`config.mk`:
```
export PLATFORM = sky130hd
export DESIGN_NAME = svc_axi_stall_shim
export DESIGN_NICKNAME = d
export VERILOG_FILES = /design/src/rtl/svc_axi_stall_shim.sv
export SDC_FILE = /design/constraint.sdc
export NUM_CORES = 1
export LEC_CHECK = 0
export ABC_AREA = 1
export CORE_AREA = 3 3 299 301
export CTS_BUF_LIST = sky130_fd_sc_hd__clkbuf_4 sky130_fd_sc_hd__clkbuf_8
export CTS_CLUSTER_DIAMETER = 60
export DETAILED_ROUTE_END_ITERATION = 7
export DIE_AREA = 0 0 302 304
export PLACE_DENSITY = 0.37
export SLEW_MARGIN = 10
export SYNTH_ARGS = -nofsm -noshare
export SYNTH_HDL_FRONTEND = slang
export SYNTH_SLANG_ARGS = --single-unit
export TNS_END_PERCENT = 30
```
`constraint.sdc`:
```
create_clock -name clock -period 10.1 [get_ports clock]
set_input_delay 2.02 -clock clock [delete_from_list [all_inputs] [get_ports clock]]
set_output_delay 2.02 -clock clock [all_outputs]
set_load 0.005 [all_outputs]
```
`src/rtl/svc_axi_stall_shim.sv`:
```
// AXI4 stall-injection shim: AR/AW/W pass straight through, while R and B are
// each held in a one-entry buffer whose release can be delayed by a bounded stall.
module svc_axi_stall_shim #(
  parameter int AXI_ADDR_WIDTH = 12,
  parameter int AXI_DATA_WIDTH = 128,
  parameter int AXI_ID_WIDTH   = 2,
  parameter int R_STALL_MAX    = 4,
  parameter int B_STALL_MAX    = 2
) (
  input  logic                        clock,
  input  logic                        reset,
  input  logic                        r_stall,
  input  logic                        b_stall,

  input  logic [AXI_ID_WIDTH-1:0]     s_axi_arid,
  input  logic [AXI_ADDR_WIDTH-1:0]   s_axi_araddr,
  input  logic [7:0]                  s_axi_arlen,
  input  logic [2:0]                  s_axi_arsize,
  input  logic [1:0]                  s_axi_arburst,
  input  logic                        s_axi_arlock,
  input  logic [3:0]                  s_axi_arcache,
  input  logic [2:0]                  s_axi_arprot,
  input  logic [3:0]                  s_axi_arqos,
  input  logic [3:0]                  s_axi_arregion,
  input  logic                        s_axi_arvalid,
  output logic                        s_axi_arready,

  input  logic [AXI_ID_WIDTH-1:0]     s_axi_awid,
  input  logic [AXI_ADDR_WIDTH-1:0]   s_axi_awaddr,
  input  logic [7:0]                  s_axi_awlen,
  input  logic [2:0]                  s_axi_awsize,
  input  logic [1:0]                  s_axi_awburst,
  input  logic                        s_axi_awlock,
  input  logic [3:0]                  s_axi_awcache,
  input  logic [2:0]                  s_axi_awprot,
  input  logic [3:0]                  s_axi_awqos,
  input  logic [3:0]                  s_axi_awregion,
  input  logic                        s_axi_awvalid,
  output logic                        s_axi_awready,

  input  logic [AXI_DATA_WIDTH-1:0]   s_axi_wdata,
  input  logic [AXI_DATA_WIDTH/8-1:0] s_axi_wstrb,
  input  logic                        s_axi_wlast,
  input  logic                        s_axi_wvalid,
  output logic                        s_axi_wready,

  output logic [AXI_ID_WIDTH-1:0]     s_axi_rid,
  output logic [AXI_DATA_WIDTH-1:0]   s_axi_rdata,
  output logic [1:0]                  s_axi_rresp,
  output logic                        s_axi_rlast,
  output logic                        s_axi_rvalid,
  input  logic                        s_axi_rready,

  output logic [AXI_ID_WIDTH-1:0]     s_axi_bid,
  output logic [1:0]                  s_axi_bresp,
  output logic                        s_axi_bvalid,
  input  logic                        s_axi_bready,

  output logic [AXI_ID_WIDTH-1:0]     m_axi_arid,
  output logic [AXI_ADDR_WIDTH-1:0]   m_axi_araddr,
  output logic [7:0]                  m_axi_arlen,
  output logic [2:0]                  m_axi_arsize,
  output logic [1:0]                  m_axi_arburst,
  output logic                        m_axi_arlock,
  output logic [3:0]                  m_axi_arcache,
  output logic [2:0]                  m_axi_arprot,
  output logic [3:0]                  m_axi_arqos,
  output logic [3:0]                  m_axi_arregion,
  output logic                        m_axi_arvalid,
  input  logic                        m_axi_arready,

  output logic [AXI_ID_WIDTH-1:0]     m_axi_awid,
  output logic [AXI_ADDR_WIDTH-1:0]   m_axi_awaddr,
  output logic [7:0]                  m_axi_awlen,
  output logic [2:0]                  m_axi_awsize,
  output logic [1:0]                  m_axi_awburst,
  output logic                        m_axi_awlock,
  output logic [3:0]                  m_axi_awcache,
  output logic [2:0]                  m_axi_awprot,
  output logic [3:0]                  m_axi_awqos,
  output logic [3:0]                  m_axi_awregion,
  output logic                        m_axi_awvalid,
  input  logic                        m_axi_awready,

  output logic [AXI_DATA_WIDTH-1:0]   m_axi_wdata,
  output logic [AXI_DATA_WIDTH/8-1:0] m_axi_wstrb,
  output logic                        m_axi_wlast,
  output logic                        m_axi_wvalid,
  input  logic                        m_axi_wready,

  input  logic [AXI_ID_WIDTH-1:0]     m_axi_rid,
  input  logic [AXI_DATA_WIDTH-1:0]   m_axi_rdata,
  input  logic [1:0]                  m_axi_rresp,
  input  logic                        m_axi_rlast,
  input  logic                        m_axi_rvalid,
  output logic                        m_axi_rready,

  input  logic [AXI_ID_WIDTH-1:0]     m_axi_bid,
  input  logic [1:0]                  m_axi_bresp,
  input  logic                        m_axi_bvalid,
  output logic                        m_axi_bready,

  output logic [1:0]                  r_state,
  output logic [1:0]                  b_state
);

  typedef enum logic [1:0] {
    ST_IDLE = 2'd0,
    ST_WAIT = 2'd1,
    ST_SHOW = 2'd2
  } state_e;

  localparam int R_CW = $clog2(R_STALL_MAX + 1);
  localparam int B_CW = $clog2(B_STALL_MAX + 1);
  localparam logic [R_CW-1:0] R_MAX_C = R_CW'(R_STALL_MAX);
  localparam logic [R_CW-1:0] R_ONE_C = R_CW'(1);
  localparam logic [B_CW-1:0] B_MAX_C = B_CW'(B_STALL_MAX);
  localparam logic [B_CW-1:0] B_ONE_C = B_CW'(1);

  state_e                      r_state_q, r_state_d;
  logic   [R_CW-1:0]           r_cnt_q, r_cnt_d;
  logic                        r_load_s;
  logic   [AXI_ID_WIDTH-1:0]   r_id_q, r_id_d;
  logic   [AXI_DATA_WIDTH-1:0] r_data_q, r_data_d;
  logic   [1:0]                r_resp_q, r_resp_d;
  logic                        r_last_q, r_last_d;

  state_e                      b_state_q, b_state_d;
  logic   [B_CW-1:0]           b_cnt_q, b_cnt_d;
  logic                        b_load_s;
  logic   [AXI_ID_WIDTH-1:0]   b_id_q, b_id_d;
  logic   [1:0]                b_resp_q, b_resp_d;

  // Request and write-data channels are untouched wires in both directions.
  assign m_axi_arid     = s_axi_arid;
  assign m_axi_araddr   = s_axi_araddr;
  assign m_axi_arlen    = s_axi_arlen;
  assign m_axi_arsize   = s_axi_arsize;
  assign m_axi_arburst  = s_axi_arburst;
  assign m_axi_arlock   = s_axi_arlock;
  assign m_axi_arcache  = s_axi_arcache;
  assign m_axi_arprot   = s_axi_arprot;
  assign m_axi_arqos    = s_axi_arqos;
  assign m_axi_arregion = s_axi_arregion;
  assign m_axi_arvalid  = s_axi_arvalid;
  assign s_axi_arready  = m_axi_arready;

  assign m_axi_awid     = s_axi_awid;
  assign m_axi_awaddr   = s_axi_awaddr;
  assign m_axi_awlen    = s_axi_awlen;
  assign m_axi_awsize   = s_axi_awsize;
  assign m_axi_awburst  = s_axi_awburst;
  assign m_axi_awlock   = s_axi_awlock;
  assign m_axi_awcache  = s_axi_awcache;
  assign m_axi_awprot   = s_axi_awprot;
  assign m_axi_awqos    = s_axi_awqos;
  assign m_axi_awregion = s_axi_awregion;
  assign m_axi_awvalid  = s_axi_awvalid;
  assign s_axi_awready  = m_axi_awready;

  assign m_axi_wdata    = s_axi_wdata;
  assign m_axi_wstrb    = s_axi_wstrb;
  assign m_axi_wlast    = s_axi_wlast;
  assign m_axi_wvalid   = s_axi_wvalid;
  assign s_axi_wready   = m_axi_wready;

  assign s_axi_rid      = r_id_q;
  assign s_axi_rdata    = r_data_q;
  assign s_axi_rresp    = r_resp_q;
  assign s_axi_rlast    = r_last_q;
  assign s_axi_bid      = b_id_q;
  assign s_axi_bresp    = b_resp_q;
  assign r_state        = r_state_q;
  assign b_state        = b_state_q;

  // R: memory is only accepted while the buffer is empty or draining this cycle.
  always_comb begin
    r_state_d    = r_state_q;
    r_cnt_d      = r_cnt_q;
    r_load_s     = 1'b0;
    s_axi_rvalid = 1'b0;
    m_axi_rready = 1'b0;
    case (r_state_q)
      ST_IDLE: begin
        m_axi_rready = 1'b1;
        if (m_axi_rvalid) begin
          r_load_s  = 1'b1;
          r_state_d = ST_WAIT;
          r_cnt_d   = {R_CW{1'b0}};
        end else begin
          r_state_d = ST_IDLE;
        end
      end
      ST_WAIT: begin
        if (!r_stall || (r_cnt_q == R_MAX_C)) begin
          s_axi_rvalid = 1'b1;
          r_state_d    = s_axi_rready ? ST_IDLE : ST_SHOW;
        end else begin
          r_cnt_d = (r_cnt_q == R_MAX_C) ? r_cnt_q : r_cnt_q + R_ONE_C;
        end
      end
      ST_SHOW: begin
        s_axi_rvalid = 1'b1;
        m_axi_rready = s_axi_rready;
        if (s_axi_rready && m_axi_rvalid) begin
          r_load_s  = 1'b1;
          r_state_d = ST_WAIT;
          r_cnt_d   = {R_CW{1'b0}};
        end else if (s_axi_rready) begin
          r_state_d = ST_IDLE;
        end else begin
          r_state_d = ST_SHOW;
        end
      end
      default: begin
        r_state_d = ST_IDLE;
      end
    endcase
  end

  // R payload next value: refreshed only on capture.
  always_comb begin
    if (r_load_s) begin
      r_id_d   = m_axi_rid;
      r_data_d = m_axi_rdata;
      r_resp_d = m_axi_rresp;
      r_last_d = m_axi_rlast;
    end else begin
      r_id_d   = r_id_q;
      r_data_d = r_data_q;
      r_resp_d = r_resp_q;
      r_last_d = r_last_q;
    end
  end

  // R control state; reset empties the buffer, leaving stale payload behind.
  always_ff @(posedge clock) begin
    if (reset) begin
      r_state_q <= ST_IDLE;
      r_cnt_q   <= {R_CW{1'b0}};
    end else begin
      r_state_q <= r_state_d;
      r_cnt_q   <= r_cnt_d;
    end
  end

  // R payload storage, validity is tracked by r_state_q alone.
  always_ff @(posedge clock) begin
    r_id_q   <= r_id_d;
    r_data_q <= r_data_d;
    r_resp_q <= r_resp_d;
    r_last_q <= r_last_d;
  end

  // B: same one-entry buffer scheme as R, for write responses.
  always_comb begin
    b_state_d    = b_state_q;
    b_cnt_d      = b_cnt_q;
    b_load_s     = 1'b0;
    s_axi_bvalid = 1'b0;
    m_axi_bready = 1'b0;
    case (b_state_q)
      ST_IDLE: begin
        m_axi_bready = 1'b1;
        if (m_axi_bvalid) begin
          b_load_s  = 1'b1;
          b_state_d = ST_WAIT;
          b_cnt_d   = {B_CW{1'b0}};
        end else begin
          b_state_d = ST_IDLE;
        end
      end
      ST_WAIT: begin
        if (!b_stall || (b_cnt_q == B_MAX_C)) begin
          s_axi_bvalid = 1'b1;
          b_state_d    = s_axi_bready ? ST_IDLE : ST_SHOW;
        end else begin
          b_cnt_d = (b_cnt_q == B_MAX_C) ? b_cnt_q : b_cnt_q + B_ONE_C;
        end
      end
      ST_SHOW: begin
        s_axi_bvalid = 1'b1;
        m_axi_bready = s_axi_bready;
        if (s_axi_bready && m_axi_bvalid) begin
          b_load_s  = 1'b1;
          b_state_d = ST_WAIT;
          b_cnt_d   = {B_CW{1'b0}};
        end else if (s_axi_bready) begin
          b_state_d = ST_IDLE;
        end else begin
          b_state_d = ST_SHOW;
        end
      end
      default: begin
        b_state_d = ST_IDLE;
      end
    endcase
  end

  // B payload next value: refreshed only on capture.
  always_comb begin
    if (b_load_s) begin
      b_id_d   = m_axi_bid;
      b_resp_d = m_axi_bresp;
    end else begin
      b_id_d   = b_id_q;
      b_resp_d = b_resp_q;
    end
  end

  // B control state.
  always_ff @(posedge clock) begin
    if (reset) begin
      b_state_q <= ST_IDLE;
      b_cnt_q   <= {B_CW{1'b0}};
    end else begin
      b_state_q <= b_state_d;
      b_cnt_q   <= b_cnt_d;
    end
  end

  // B payload storage.
  always_ff @(posedge clock) begin
    b_id_q   <= b_id_d;
    b_resp_q <= b_resp_d;
  end

endmodule
```
==> flow_summary.toml <==
[logic_synthesis]
ys_ff_latch = 146
yosysWarnings = 0
synth_top_cell_by_area = "edfxtp_1"
yosys-top-cells-area = "edfxtp_1 (62%), buf_4 (27%), dfxtp_1 (2.7%)"
synth_top_area_share_pct = 62.2
synth_nets = 881
synthDistinctLibCells = 17
syn-instance-count = 488
seq_area_frac_synth_pct = 64.9
avgSynthCellArea_sq_um = 13.6
syn_area_sq_um = 6620

[critical_path]
critPathCaptureType = "output pin"
path_class = "primary input to output pin"
path_cells = "clkdlybuf4s50_1 -> nand2_1 -> nand2_1 -> clkdlybuf4s50_1"
crit_start = "s_axi_rready"
arrival_ps = 3370
worstPathRequired_ps = 8080
critPathTopFamily = "buffers and inverters"
crit_fanout = 3
path_buf_inv = 2
reg2reg_from = "r_state[0]"
setup.worst_path.start_class = "primary input"
max_stage_delay_ps = 550
slowest_stage = "clkdlybuf4s50_1"

[power_and_ir_drop]
total_power_mw = 1.46
power.density_nw_per_um2 = 151
p_leak_nw = 3.05
ir_drop_mv = 0.109

[grt]
antenna_found_initial = 4
grt_max_degree = 131
grt_overflow = 0
track_usage_pct = 6.53
grt_pass1_vias = 3878
grt_pass1_wl_microns = 38700

[routing]
vias_per_cell = 2.17
drtPass1Iterations = 6
wire_per_inst_microns = 18.0
drtAntennaViolNets = 0
drc = 0
via_count = 3753
wl_microns = 31200
drt_iter0_markers = 180

[min_path]
worstHoldStart = "b_cnt_q[0]"
hold_path.class = "flip-flop to flip-flop"

[timing]
relSlewSlack_pct = 41.5
fin_crit_ps = 5390
final_max_slew_viol_count = 0
fmax_mhz = 185
setup_tns_ps = 0
period_share_pct = 53.4
hold_viol_final = 0
rsz0062_at_grt = "false"
skew_ps = 29.5
setup_viol = 0
max_slew.worst_pin.slew_ps = 877

[cts]
cts_tree = "built"
post_cts_buffers = 0
cts.clk_slew.worst_paths_ps = 90
ctsHtreeMaxLevel = 4
clk_path_buf_depth = 2
postCtsResizedCells = 0
cts-buffers-inserted = 17
ctsHoldBuffers = 0
cts.sinks = 146
cts_root_buf = "clkbuf_8"
clock_latency_ps = 530

[final_layout]
mostFrequentLayoutCells = "clkdlybuf4s50_1 (289), edfxtp_1 (137), nand2_1 (34)"
area_delta_synth_final_pct = 45.3
drive_gt1_share_pct = 6.62
fin_nets = 954
instances_no_fill = 1731
fillCellCount = 9850
layout_commonest_cell = "clkdlybuf4s50_1"

[floorplan]
die_w_microns = 302
dieArea_sq_um = 91800
start_util_pct = 7.62
fp.dieH_microns = 304
core_area_sq_um = 86900
std_cell_rows = 108
ios = 764

[place]
dpl.hpwl_microns = 26700
portBuffers = 289
placed_cells = 1697
place_congestion = 0.793

[flow_run]
maxCapViolations = 0

[status]
status = "complete, no violations"
cell usage after synthesis (all sizes together):
master / instances
dfxtp: 9
a21boi: 2
nor2: 9
o211ai: 1
nand2: 35
buf: 237
a21oi: 8
edfxtp: 137
and2: 1
ha: 11
nand3: 8
o21ai: 4
o21bai: 1
inv: 25
state kept, by name (all words and copies together) (netlist names):
register / cells
s_axi_bid: 2
s_axi_rlast: 1
s_axi_rresp: 2
s_axi_rid: 2
r_cnt_q: 3
s_axi_rdata: 128
r_state: 2
b_cnt_q: 2
b_state: 2
s_axi_bresp: 2
layer usage:
| metal | global-route usage (%) | part of all wire [%] | vias up |
|---|---|---|---|
| li1 | - | - | 1535 |
| met1 | 4.04 | 23 | 1608 |
| met2 | 12.0 | 52 | 501 |
| met3 | 5.77 | 20 | 105 |
| met4 | 4.02 | 5.2 | 4 |
| met5 | 0 | 0.083 | - |
per-stage QoR:
step	instance area, sq um	setup WS (ps)	hold slack [ps]	utilization [%]
floorplan	6620	891	455	-
global placement	9220	4660	466	10.6
detailed placement	9220	4650	474	10.6
CTS	9610	4650	491	11.1
global route	9610	4580	541	11.1
finish	9610	4710	489	11.1
final cells by class:
cell class	instances	area, sq um	area share (%)
sequential	146	4290	44.7
timing repair buffer	291	2920	30.4
tap	1155	1450	15.0
multi-input combinational	80	462	4.80
clock buffer	17	234	2.43
clock inverter	15	160	1.67
inverter	25	93.8	0.976
antenna	2	5.00	0.0521
power by group:
group / internal, mW / total, mW / leakage (nW) / switching [mW]
clock network: 0.206 / 0.487 / 0.202 / 0.280
logic: 0.137 / 0.227 / 1.46 / 0.0893
registers: 0.726 / 0.742 / 1.39 / 0.0163
worst reg2reg max path: cells and delay by family (launching register included):
family	cells	cell delay [ps]
buffers and inverters	3	720
flip-flops	1	390
AO/OA/AOI/OAI	1	330
adder cells (fa/ha/maj)	1	210
final timing paths:
| check | cells after the start | slack [ps] | to |
|---|---|---|---|
| setup / recovery | 4 | 4710 | m_axi_rready |
| hold / removal | 2 | 490 | b_cnt_q[0] |
| setup reg to reg | 5 | 7800 | s_axi_rdata[108] |
| hold reg to reg | 2 | 490 | b_cnt_q[0] |
logic make-up after synthesis:
logic type	synth area share, %
buffers and inverters	28.3
flip-flops	64.9
adder cells (fa/ha/maj)	2.08
AO/OA/AOI/OAI	1.42
AND/OR/NAND/NOR	3.31
No activity file was read; power rests on OpenSTA's default activity.
